File: src/rtl/alu_op_sequencer_if.sv
// Bus/strobe bundle between the control sequencer and the datapath.
interface alu_op_sequencer_if #(
  parameter int unsigned REG_COUNT = 16
);
  logic                 Start;
  logic                 Mem_ready;
  logic [31:0]          IR;
  logic                 PCout, MARin, IncPC, Read, MDRin, MDRout, IRin, Yin, PCin;
  logic                 ZLowIn, ZHighIn, Zlowout, ZHighout, HIin, LOin;
  logic [REG_COUNT-1:0] Rout;
  logic [REG_COUNT-1:0] Rin;
  logic [4:0]           ALU_op;
  logic                 Busy, Done, Illegal, Fault;

  // Sequencer side
  modport master (
    input  Start, Mem_ready, IR,
    output PCout, MARin, IncPC, Read, MDRin, MDRout, IRin, Yin, PCin,
    output ZLowIn, ZHighIn, Zlowout, ZHighout, HIin, LOin,
    output Rout, Rin, ALU_op, Busy, Done, Illegal, Fault
  );

  // Datapath / requester side
  modport slave (
    output Start, Mem_ready, IR,
    input  PCout, MARin, IncPC, Read, MDRin, MDRout, IRin, Yin, PCin,
    input  ZLowIn, ZHighIn, Zlowout, ZHighout, HIin, LOin,
    input  Rout, Rin, ALU_op, Busy, Done, Illegal, Fault
  );
endinterface

File: src/rtl/alu_op_sequencer.sv
// Hardwired fetch/execute control sequencer for the bus datapath: fetches one
// instruction, then runs a register-register ALU op with optional HI/LO writeback.
module alu_op_sequencer #(
  parameter int unsigned REG_COUNT   = 16,
  parameter int unsigned WAIT_MAX    = 15,
  parameter logic [31:0] ALU_MASK    = 32'h0001_FFF8,
  parameter logic [31:0] MULDIV_MASK = 32'h0000_C000
) (
  input  logic               Clock,
  input  logic               Clear,
  alu_op_sequencer_if.master bus
);

  localparam int unsigned CW     = $clog2(WAIT_MAX + 2);
  localparam logic [15:0] REG_OK = (REG_COUNT >= 16) ? 16'hFFFF
                                 : 16'((32'd1 << REG_COUNT) - 32'd1);

  typedef enum logic [3:0] {IDLE, T0, T1, TW, T2, T3, T4, T5, T6} state_t;

  typedef struct packed {
    logic PCout, MARin, IncPC, Read, MDRin, MDRout, IRin, Yin, PCin;
    logic ZLowIn, ZHighIn, Zlowout, ZHighout, HIin, LOin;
    logic [REG_COUNT-1:0] Rout;
    logic [REG_COUNT-1:0] Rin;
    logic [4:0] ALU_op;
    logic Busy, Done, Illegal;
  } outs_t;

  state_t        state, nstate;
  logic [CW-1:0] wait_cnt, nwait_cnt;
  logic [4:0]    op_q, op_n;
  logic [3:0]    ra_q, rb_q, rc_q, ra_n, rb_n, rc_n;
  outs_t         out_q, out_n;
  logic          fault_n;

  function automatic logic [REG_COUNT-1:0] onehot(input logic [3:0] idx);
    logic [REG_COUNT-1:0] v;
    for (int unsigned i = 0; i < REG_COUNT; i++) v[i] = (32'(idx) == i);
    return v;
  endfunction

  function automatic logic is_illegal(input logic [4:0] op, input logic [3:0] ra,
                                      input logic [3:0] rb, input logic [3:0] rc);
    return !ALU_MASK[op] || !REG_OK[rb] || !REG_OK[rc] ||
           (!MULDIV_MASK[op] && !REG_OK[ra]);
  endfunction

  // Next state, wait counter, field latching and the timeout fault.
  always_comb begin
    nstate    = state;
    nwait_cnt = wait_cnt;
    op_n      = op_q;
    ra_n      = ra_q;
    rb_n      = rb_q;
    rc_n      = rc_q;
    fault_n   = 1'b0;
    case (state)
      IDLE: if (bus.Start) nstate = T0;
      T0:   nstate = T1;
      T1: begin
        nstate    = TW;
        nwait_cnt = '0;
      end
      TW: begin
        if (bus.Mem_ready) begin
          nstate    = T2;
          nwait_cnt = '0;
        end else if (wait_cnt == CW'(WAIT_MAX)) begin
          fault_n   = 1'b1;
          nstate    = IDLE;
          nwait_cnt = '0;
        end else begin
          nwait_cnt = wait_cnt + CW'(1);
        end
      end
      T2: begin
        nstate = T3;
        op_n   = bus.IR[31:27];
        ra_n   = bus.IR[26:23];
        rb_n   = bus.IR[22:19];
        rc_n   = bus.IR[18:15];
      end
      T3:      nstate = is_illegal(op_q, ra_q, rb_q, rc_q) ? IDLE : T4;
      T4:      nstate = T5;
      T5:      nstate = MULDIV_MASK[op_q] ? T6 : (bus.Start ? T0 : IDLE);
      T6:      nstate = bus.Start ? T0 : IDLE;
      default: nstate = IDLE;
    endcase
  end

  // Outputs are decoded for the state being entered so they register with it.
  always_comb begin
    out_n      = '0;
    out_n.Busy = (nstate != IDLE);
    case (nstate)
      T0: begin
        out_n.PCout  = 1'b1;
        out_n.MARin  = 1'b1;
        out_n.IncPC  = 1'b1;
        out_n.ZLowIn = 1'b1;
      end
      T1: begin
        out_n.Zlowout = 1'b1;
        out_n.PCin    = 1'b1;
      end
      TW: begin
        out_n.Read  = 1'b1;
        out_n.MDRin = 1'b1;
      end
      T2: begin
        out_n.MDRout = 1'b1;
        out_n.IRin   = 1'b1;
      end
      T3: begin
        if (is_illegal(op_n, ra_n, rb_n, rc_n)) begin
          out_n.Illegal = 1'b1;
        end else begin
          out_n.Rout = onehot(rb_n);
          out_n.Yin  = 1'b1;
        end
      end
      T4: begin
        out_n.Rout    = onehot(rc_n);
        out_n.ALU_op  = op_n;
        out_n.ZLowIn  = 1'b1;
        out_n.ZHighIn = MULDIV_MASK[op_n];
      end
      T5: begin
        out_n.Zlowout = 1'b1;
        if (MULDIV_MASK[op_n]) begin
          out_n.LOin = 1'b1;
        end else begin
          out_n.Rin  = onehot(ra_n);
          out_n.Done = 1'b1;
        end
      end
      T6: begin
        out_n.ZHighout = 1'b1;
        out_n.HIin     = 1'b1;
        out_n.Done     = 1'b1;
      end
      default: ;
    endcase
  end

  // State, counter, latched fields and registered outputs; Clear dominates.
  always_ff @(posedge Clock) begin
    if (!Clear) begin
      state    <= IDLE;
      wait_cnt <= '0;
      op_q     <= '0;
      ra_q     <= '0;
      rb_q     <= '0;
      rc_q     <= '0;
      out_q    <= '0;
    end else begin
      state    <= nstate;
      wait_cnt <= nwait_cnt;
      op_q     <= op_n;
      ra_q     <= ra_n;
      rb_q     <= rb_n;
      rc_q     <= rc_n;
      out_q    <= out_n;
    end
  end

  assign bus.PCout    = out_q.PCout;
  assign bus.MARin    = out_q.MARin;
  assign bus.IncPC    = out_q.IncPC;
  assign bus.Read     = out_q.Read;
  assign bus.MDRin    = out_q.MDRin;
  assign bus.MDRout   = out_q.MDRout;
  assign bus.IRin     = out_q.IRin;
  assign bus.Yin      = out_q.Yin;
  assign bus.PCin     = out_q.PCin;
  assign bus.ZLowIn   = out_q.ZLowIn;
  assign bus.ZHighIn  = out_q.ZHighIn;
  assign bus.Zlowout  = out_q.Zlowout;
  assign bus.ZHighout = out_q.ZHighout;
  assign bus.HIin     = out_q.HIin;
  assign bus.LOin     = out_q.LOin;
  assign bus.Rout     = out_q.Rout;
  assign bus.Rin      = out_q.Rin;
  assign bus.ALU_op   = out_q.ALU_op;
  assign bus.Busy     = out_q.Busy;
  assign bus.Done     = out_q.Done;
  assign bus.Illegal  = out_q.Illegal;
  // Timeout is flagged in the very wait cycle that exhausts the budget.
  assign bus.Fault    = fault_n;

endmodule

File: src/flat_wrapper.sv
// flat-port wrapper written by rule: the top's interface ports become plain ports
module alu_op_sequencer_flat 
#(
  parameter int unsigned REG_COUNT   = 16,
  parameter int unsigned WAIT_MAX    = 15,
  parameter logic [31:0] ALU_MASK    = 32'h0001_FFF8,
  parameter logic [31:0] MULDIV_MASK = 32'h0000_C000
)
  (Clock, Clear, bus_Start, bus_Mem_ready, bus_IR, bus_PCout, bus_MARin, bus_IncPC, bus_Read, bus_MDRin, bus_MDRout, bus_IRin, bus_Yin, bus_PCin, bus_ZLowIn, bus_ZHighIn, bus_Zlowout, bus_ZHighout, bus_HIin, bus_LOin, bus_Rout, bus_Rin, bus_ALU_op, bus_Busy, bus_Done, bus_Illegal, bus_Fault);
  alu_op_sequencer_if #(.REG_COUNT(REG_COUNT)) bus_i ();
  input  logic Clock;
  input  logic Clear;
  input wire logic [$bits(bus_i.Start)-1:0] bus_Start;
  input wire logic [$bits(bus_i.Mem_ready)-1:0] bus_Mem_ready;
  input wire logic [$bits(bus_i.IR)-1:0] bus_IR;
  output wire logic [$bits(bus_i.PCout)-1:0] bus_PCout;
  output wire logic [$bits(bus_i.MARin)-1:0] bus_MARin;
  output wire logic [$bits(bus_i.IncPC)-1:0] bus_IncPC;
  output wire logic [$bits(bus_i.Read)-1:0] bus_Read;
  output wire logic [$bits(bus_i.MDRin)-1:0] bus_MDRin;
  output wire logic [$bits(bus_i.MDRout)-1:0] bus_MDRout;
  output wire logic [$bits(bus_i.IRin)-1:0] bus_IRin;
  output wire logic [$bits(bus_i.Yin)-1:0] bus_Yin;
  output wire logic [$bits(bus_i.PCin)-1:0] bus_PCin;
  output wire logic [$bits(bus_i.ZLowIn)-1:0] bus_ZLowIn;
  output wire logic [$bits(bus_i.ZHighIn)-1:0] bus_ZHighIn;
  output wire logic [$bits(bus_i.Zlowout)-1:0] bus_Zlowout;
  output wire logic [$bits(bus_i.ZHighout)-1:0] bus_ZHighout;
  output wire logic [$bits(bus_i.HIin)-1:0] bus_HIin;
  output wire logic [$bits(bus_i.LOin)-1:0] bus_LOin;
  output wire logic [$bits(bus_i.Rout)-1:0] bus_Rout;
  output wire logic [$bits(bus_i.Rin)-1:0] bus_Rin;
  output wire logic [$bits(bus_i.ALU_op)-1:0] bus_ALU_op;
  output wire logic [$bits(bus_i.Busy)-1:0] bus_Busy;
  output wire logic [$bits(bus_i.Done)-1:0] bus_Done;
  output wire logic [$bits(bus_i.Illegal)-1:0] bus_Illegal;
  output wire logic [$bits(bus_i.Fault)-1:0] bus_Fault;
  assign bus_i.Start = bus_Start;
  assign bus_i.Mem_ready = bus_Mem_ready;
  assign bus_i.IR = bus_IR;
  assign bus_PCout = bus_i.PCout;
  assign bus_MARin = bus_i.MARin;
  assign bus_IncPC = bus_i.IncPC;
  assign bus_Read = bus_i.Read;
  assign bus_MDRin = bus_i.MDRin;
  assign bus_MDRout = bus_i.MDRout;
  assign bus_IRin = bus_i.IRin;
  assign bus_Yin = bus_i.Yin;
  assign bus_PCin = bus_i.PCin;
  assign bus_ZLowIn = bus_i.ZLowIn;
  assign bus_ZHighIn = bus_i.ZHighIn;
  assign bus_Zlowout = bus_i.Zlowout;
  assign bus_ZHighout = bus_i.ZHighout;
  assign bus_HIin = bus_i.HIin;
  assign bus_LOin = bus_i.LOin;
  assign bus_Rout = bus_i.Rout;
  assign bus_Rin = bus_i.Rin;
  assign bus_ALU_op = bus_i.ALU_op;
  assign bus_Busy = bus_i.Busy;
  assign bus_Done = bus_i.Done;
  assign bus_Illegal = bus_i.Illegal;
  assign bus_Fault = bus_i.Fault;
  alu_op_sequencer #(.REG_COUNT(REG_COUNT), .WAIT_MAX(WAIT_MAX), .ALU_MASK(ALU_MASK), .MULDIV_MASK(MULDIV_MASK)) u_core (.Clock(Clock), .Clear(Clear), .bus(bus_i));
endmodule
File: config.mk
export PLATFORM = sky130hd
export DESIGN_NAME = alu_op_sequencer_flat
export DESIGN_NICKNAME = d
export VERILOG_FILES = /design/src/rtl/alu_op_sequencer_if.sv /design/src/rtl/alu_op_sequencer.sv /design/src/flat_wrapper.sv
export SDC_FILE = /design/constraint.sdc
export NUM_CORES = 1
export LEC_CHECK = 0
export ABC_AREA = 1
export BUFFER_PORTS_ARGS = -buffer_cell sky130_fd_sc_hd__buf_4
export CAP_MARGIN = 20
export CORE_AREA = 2 2 92 94
export DETAILED_ROUTE_END_ITERATION = 10
export DIE_AREA = 0 0 94 96
export GPL_TIMING_DRIVEN = 0
export PLACE_DENSITY = 0.7
export SYNTH_ARGS = -nofsm -noshare
export SYNTH_HDL_FRONTEND = slang
export SYNTH_SLANG_ARGS = --single-unit
File: constraint.sdc
create_clock -name Clock -period 2.4 [get_ports Clock]
set_input_delay 0.24 -clock Clock [delete_from_list [all_inputs] [get_ports Clock]]
set_output_delay 0.24 -clock Clock [all_outputs]
set_load 0.01 [all_outputs]
# After elaboration in Yosys (flattened, before gate mapping)
# Memory sizes are Yosys's and may differ from the RTL's. A register that Yosys moved wholly into a read port is not among the register bits.
# Cells that the tools add are included.
[classes]
reduce_logical = 30
n_mul = 0
muxes = 46
n_addsub = 1
n_div = 0
magnitude_cmp = 8
n_eq_ne = 62
shift = 0
n_bitwise = 2
[op_table]
columns = ["operator", "n"]
rows = [
  ["4-bit == test (second input constant)", 26],
  ["4-bit by 3-bit == test with 1-bit output (second input constant)", 20],
  ["4-bit by 2-bit == test with 1-bit output (second input constant)", 10],
  ["4-bit 2-to-1 mux", 10],
  ["4-bit one-hot mux with 9 select lines", 1],
  ["16-bit one-hot mux with 2 select lines", 1],
  ["4-bit by 5-bit < comparator with 1-bit output (second input constant)", 6],
  ["5-bit 2-to-1 mux", 5],
  ["1-bit 2-to-1 mux", 21],
  ["4-bit by 1-bit == test with 1-bit output (second input constant)", 5],
  ["4-bit logical NOT", 4],
  ["16-bit 2-to-1 mux", 1],
  ["5-bit by 6-bit < comparator with 1-bit output (second input constant)", 2],
  ["1-bit logical NOT", 10],
  ["5-bit one-hot mux with 2 select lines", 1],
  ["1-bit logical OR", 6],
  ["2-bit 2-to-1 mux", 3],
  ["3-bit 2-to-1 mux", 2],
  ["2-bit AND reduction", 3],
  ["5-bit by 1-bit adder with 5-bit output (second input constant)", 1],
  ["5-bit by 4-bit == test with 1-bit output (second input constant)", 1],
  ["4-bit nonzero test", 1],
  ["2-bit OR reduction", 2],
  ["3-bit OR reduction", 1],
  ["other kinds (4)", 6],
]
[totals]
rom_bits = 224
latch_bits = 0
inputBits = 36
n_memories = 10
ramBits = 0
register_bits = 81
[memory_table]
columns = ["name", "depth", "word_bits", "read_ports", "rd_clocked_by_memory_dff", "wr", "line", "text"]
rows = [
  ["(no name shown)", 32, 1, 1, 1, 0, "alu_op_sequencer.sv:45", "(!MULDIV_MASK[op] && !REG_OK[ra]);"],
  ["(no name shown)", 32, 1, 1, 1, 0, "alu_op_sequencer.sv:44", "return !ALU_MASK[op] || !REG_OK[rb] || !REG_OK[rc] ||"],
  ["(no name shown)", 32, 1, 1, 0, 0, "alu_op_sequencer.sv:45", ""],
  ["(no name shown)", 32, 1, 1, 0, 0, "alu_op_sequencer.sv:44", ""],
  ["(no name shown)", 16, 1, 1, 1, 0, "alu_op_sequencer.sv:44", ""],
  ["(no name shown)", 16, 1, 1, 0, 0, "alu_op_sequencer.sv:44", ""],
  ["4 more memories", "-", "-", "-", "-", "-", "-", ""],
]

# Logic depth before layout (Yosys ltp)
[logic_depth]
word_depth = 11
ltp_mapped = 12
mapped_depth_nobuf = 11

# Worst setup path after synthesis
# OpenSTA, ideal clock, no wires.
[synth_path]
kind = "flip-flop to flip-flop"
start = "reg u_core.state[1]"
end = "reg u_core.out_q, in the netlist u_core.bus.Rout[10]"
setup_slack_ps = 846
stages_incl_launch_ff = 11
n_path_buf = 2
arrival_ps = 1440
setup_ps = 114
path_cell_list = "dfxtp_1 > nor2_2 > nand2_4 > buf_6 > nand2_2 > nand2_2 > nand2_1 > nand3_2 > buf_6 > nand4_1 > nand2_1"
[synth_between]
elab_chain_cells = 10
[synth_rtl]
columns = ["item", "line", "text"]
rows = [
  ["from (decl)", "alu_op_sequencer.sv:29", "state_t state, nstate;"],
  ["from (signal assigned)", "alu_op_sequencer.sv:157", "state <= nstate;"],
  ["4-bit by 3-bit == test with 1-bit output", "alu_op_sequencer.sv:57", "case (state)"],
  ["5-bit 2-to-1 mux / 4-bit 2-to-1 mux (equally long branches)", "alu_op_sequencer.sv:57", ""],
  ["memory read 32 x 1 bit / memory read 16 x 1 bit (equally long branches)", "-", ""],
  ["1-bit 2-to-1 mux (implied by the code)", "alu_op_sequencer.sv:44", ""],
  ["1-bit logical NOT", "alu_op_sequencer.sv:44", ""],
  ["1-bit logical OR (3 in a row)", "alu_op_sequencer.sv:44", ""],
  ["16-bit 2-to-1 mux", "alu_op_sequencer.sv:115", "if (is_illegal(op_n, ra_n, rb_n, rc_n)) begin"],
  ["16-bit one-hot mux with 2 select lines (*)", "alu_op_sequencer.sv:95", "case (nstate)"],
  ["to (signal assigned)", "alu_op_sequencer.sv:163", "out_q <= out_n;"],
  ["to (decl)", "alu_op_sequencer.sv:33", "outs_t out_q, out_n;"],
]
# Mark *: on every way between the ends. The rest lies on a longest branch, timed or not. The select of a mux whose other input is x is not followed.
# A chain may end at the register's enable or synchronous reset.

# Worst setup path in the final report
[layout_path]
start = "reg u_core.state[2]"
end = "reg u_core.out_q, in the netlist u_core.bus.Rout[9]"
# Same word-level chain as after synthesis.

==> run summary <==
The run finished with clean final reports. The number of nets handed over by synthesis was 456. Counting buffers and inverters, the worst setup path is 10 cells deep.

The setup path with the least slack is of type flop to flop. Setup repair after global routing left no endpoint under its margin. The number of failing hold endpoints at the final stage came out at 0. Cell chosen for the clock root: sky130_fd_sc_hd__clkbuf_8. In this run, synthesis produced a sequential element count of 78. The via count normalized by instance count was 4.664; the chip width was 94 um.

The worst setup path is captured at a flop. In this run the remaining antenna-violating nets after routing total 0. The tools report the number of vias in the routed layout as 2873. The final HPWL from detailed placement is 5578 um. After detailed routing, the average wire length per cell comes to 11.94 um. The max-slew violation count was 0.

In this run the worst setup path begins at u_core.state[2]$_SDFF_PN0_. The dominant cell type by count on the critical path is sky130_fd_sc_hd__nand2_1. In this run the worst path has a maximum fanout of 10. The height of the die is 96 um. Number of cells on the worst reg-to-reg path: 10.

Summing all multi-input logic gate instances after layout gives 1338 um2. Leaving out filler cells and counting taps, the final layout contains 616. After detailed routing, the number of remaining DRC violations is 0. The logs give 419 for the number of instances in the synthesized netlist and 158.7 ps for the final worst hold slack.

The most common library cell in the layout ignoring fill and taps was sky130_fd_sc_hd__nand2_1. In this run, CTS created clock tree buffers numbering 9. The number of enable-type register cells in the synthesized netlist came out at 0. The tools report the initial cell density of the core as 39.07%.

Buffers placed on the I/O ports in this run total 76. 92 I/O pins were placed. Setup violations remaining at the end of the flow were counted as 0. Measured against its own limit, the worst slew margin works out to 63.10%. For this run, the register share of the synthesized area comes to 49.64%.

The worst path uses 79.17% of the clock period. The clock-pin slew of the registers on the worst-case setup and hold paths was 70 ps. For this run, the slowest stage of the critical path takes 410 ps. Counting both buffers and inverters, the worst setup path holds a total of 3. After the last flow step, the layout net total stands at 543. The count of inserted antenna diode cells was 0; the proportion of synthesized flip-flops having asynchronous set or reset was 0%.

For the worst setup path, the data arrival time is 2190 ps. The total wire length after detailed routing is 7357 um. The most used flip-flop cell after synthesis is sky130_fd_sc_hd__dfxtp_1. By area the synthesized netlist is led by sky130_fd_sc_hd__dfxtp_1 (50%), sky130_fd_sc_hd__nand2_1 (12%), sky130_fd_sc_hd__nor2_1 (12%). The signal on the critical path passes through inv_2 -> nor2_4 -> nand2_4 -> buf_6 -> buf_6 -> nand2_1 -> nand2_1 -> nor2_1 -> nand3_1 -> nand2_1. Leakage power of the design: 0.001965 uW. Summing every instance area after synthesis gives 3146 um2.

The slowest stage of the critical path is the sky130_fd_sc_hd__dfxtp_1 cell. The final design utilization came out at 49.99%. The number of rows in the core area came out at 33. For the number of cells after detailed placement, the log shows 600. Timing endpoint of the critical path: u_core.bus.Rout[9]$_SDFF_PN0_. Across the routed clock network, the largest skew measured is 4.207 ps. The initial antenna violation count is 0, and the clock network latency to the later pin of the worst-skew pair is 350 ps.

In this run the number of H-tree levels came out at 3. The logs give 0.5263 GHz for the achievable clock frequency and 0 for the total congestion overflow after global routing. For the number of warning messages in the yosys log, the log shows 0. The setup TNS was 0 ps. Summing all flip-flop and latch instances after layout gives 1562 um2.

The first global-routing pass estimated 12280 um of wire. Of the post-synthesis cell area, the dominant cell type holds 49.64%. For the finished layout, the period the worst path requires is 1900 ps. STA classifies the critical path startpoint as a flop. Data on the critical path is required at its endpoint by 2690 ps.

In this run the critical register-to-register path is launched from u_core.state[2]$_SDFF_PN0_. The via count of the first global-routing pass was 2732. For this block, the initial DRC count from the detailed router was 111. The tools report the maximum clock path buffer count as 2. The clock drives 78 sinks. The class of the tightest hold or removal check was input port to flop. The filler cells instantiated in the layout total 804. In this run the post-CTS setup repair buffer count came out at 0. Cells with a size suffix above 1 make up 26.22% of the layout. Once the clock tree was built, the resizer swapped 0 gates to a different size. Compared with the post-synthesis result, the final layout area differs by 27.96%. The full die area is 9024 um2. The count of maximum capacitance violations was 0. The cell type group with the largest total delay on the critical path was simple AND/OR/NAND/NOR gates.

In this run the register-to-register setup slack is 500 ps. The first TritonRoute pass finished after 4 iterations. The maximum vdd ir drop is 210.3 uV, and the number of buffers inserted for hold repair after clock tree synthesis is 0. TritonCTS built the clock tree. Power density normalized to cell area: 626.3 nW/um2.

The distinct cell type count after synthesis is 29. The biggest area contributor in the post-synthesis netlist is sky130_fd_sc_hd__dfxtp_1. Global routing consumed, over all layers together, 17.68% of the routing resources. The average footprint of a synthesized cell was 7.507 um2; the largest net degree at the start of global routing was 13. In the layout the commonest cells are sky130_fd_sc_hd__nand2_1 (99), sky130_fd_sc_hd__nor2_1 (97), sky130_fd_sc_hd__buf_4 (82).

The tools report the endpoint of the most critical register-to-register path as u_core.bus.Rout[9]$_SDFF_PN0_. For the pin with the worst max-slew slack, the measured transition is 553.4 ps. The core region is 8051 um2.

At the end of routability-driven placement, the weighted congestion stood at 0.8880.
[worst min-delay path: stages]
cell                      delay, ps
sky130_fd_sc_hd__buf_4          130
sky130_fd_sc_hd__nand2_1         60
sky130_fd_sc_hd__nor2_1          30
[logic make-up after synthesis]
logic type / after synthesis / synth area share, %
flops: 78 / 49.64
fa+ha+maj: 1 / 0.3977
compound gates: 26 / 5.370
xor+xnor: 1 / 0.2785
simple gates: 264 / 36.48
buf+inv: 49 / 7.836
[per-layer routing]
layer  routed length [um]  global-route usage (%)  vias to the layer above
met5                    0                       0                        -
met4                  163                   9.420                        0
met3                  370                   3.446                       12
met2                 3416                   28.69                       84
met1                 3407                   22.29                     1278
li1                     -                       -                     1499
[synthesized netlist by cell type, types with 3 or more instances]
cell type	n
sky130_fd_sc_hd__nand2_1	99
sky130_fd_sc_hd__nor2_1	97
sky130_fd_sc_hd__dfxtp_1	78
sky130_fd_sc_hd__inv_1	30
sky130_fd_sc_hd__nand3_1	28
sky130_fd_sc_hd__nand4_1	18
sky130_fd_sc_hd__a21oi_1	9
sky130_fd_sc_hd__o21ai_2	8
sky130_fd_sc_hd__or2_2	7
sky130_fd_sc_hd__buf_4	6
sky130_fd_sc_hd__buf_6	5
sky130_fd_sc_hd__o21ai_0	5
sky130_fd_sc_hd__nor2_2	4
sky130_fd_sc_hd__inv_2	3
sky130_fd_sc_hd__nand2_2	3
[layout make-up]
cell class	count	share of cell area, %
Multi-Input combinational cell	292	33.23
Timing Repair Buffer	76	14.17
Clock inverter	3	0.4663
Tap cell	105	3.264
Sequential cell	78	38.79
Inverter	33	3.077
Buffer	16	3.046
Clock buffer	13	3.948
[worst min-delay path by stage]
stage,depth (start not counted),endpoint,from,slack [ps]
detailed placement,2,u_core.wait_cnt[4]$_SDFFE_PN0P_,u_core.wait_cnt[4]$_SDFFE_PN0P_,430
CTS,3,u_core.wait_cnt[4]$_SDFFE_PN0P_,Clear,150
global route,3,u_core.wait_cnt[4]$_SDFFE_PN0P_,Clear,160
floorplan,2,u_core.wait_cnt[4]$_SDFFE_PN0P_,Clear,370
global placement,2,u_core.wait_cnt[4]$_SDFFE_PN0P_,u_core.wait_cnt[4]$_SDFFE_PN0P_,420
finish,3,u_core.wait_cnt[4]$_SDFFE_PN0P_,Clear,160
[through the flow]
stage / cell area, um2 / power, uW / setup WS [ps]
after floorplan: 3146 / 1559 / 846.3
after global placement: 3847 / 1665 / 549.8
after detailed placement: 3847 / 1669 / 521.0
after CTS: 4025 / 2550 / 498.4
after global routing: 4025 / 2650 / 285.9
final: 4025 / 2521 / 499.9
[sequential cells by signal, summed over array words and instances, names as in the netlist, 4 cells and up, named ones only]
| register | flops |
|---|---|
| u_core.rb_q | 4 |
| u_core.bus.Rout | 16 |
| u_core.bus.ALU_op | 5 |
| u_core.bus.Rin | 16 |
| u_core.ra_q | 4 |
| u_core.rc_q | 4 |
| u_core.wait_cnt | 5 |
| u_core.state | 4 |
| u_core.op_q | 5 |
[power by group]
part / switching, uW / total [uW] / internal (uW)
clock network: 449 / 880 / 431
logic: 177 / 297 / 120
registers: 20.0 / 1340 / 1320
Note: power is estimated with default switching activity, not from simulation.
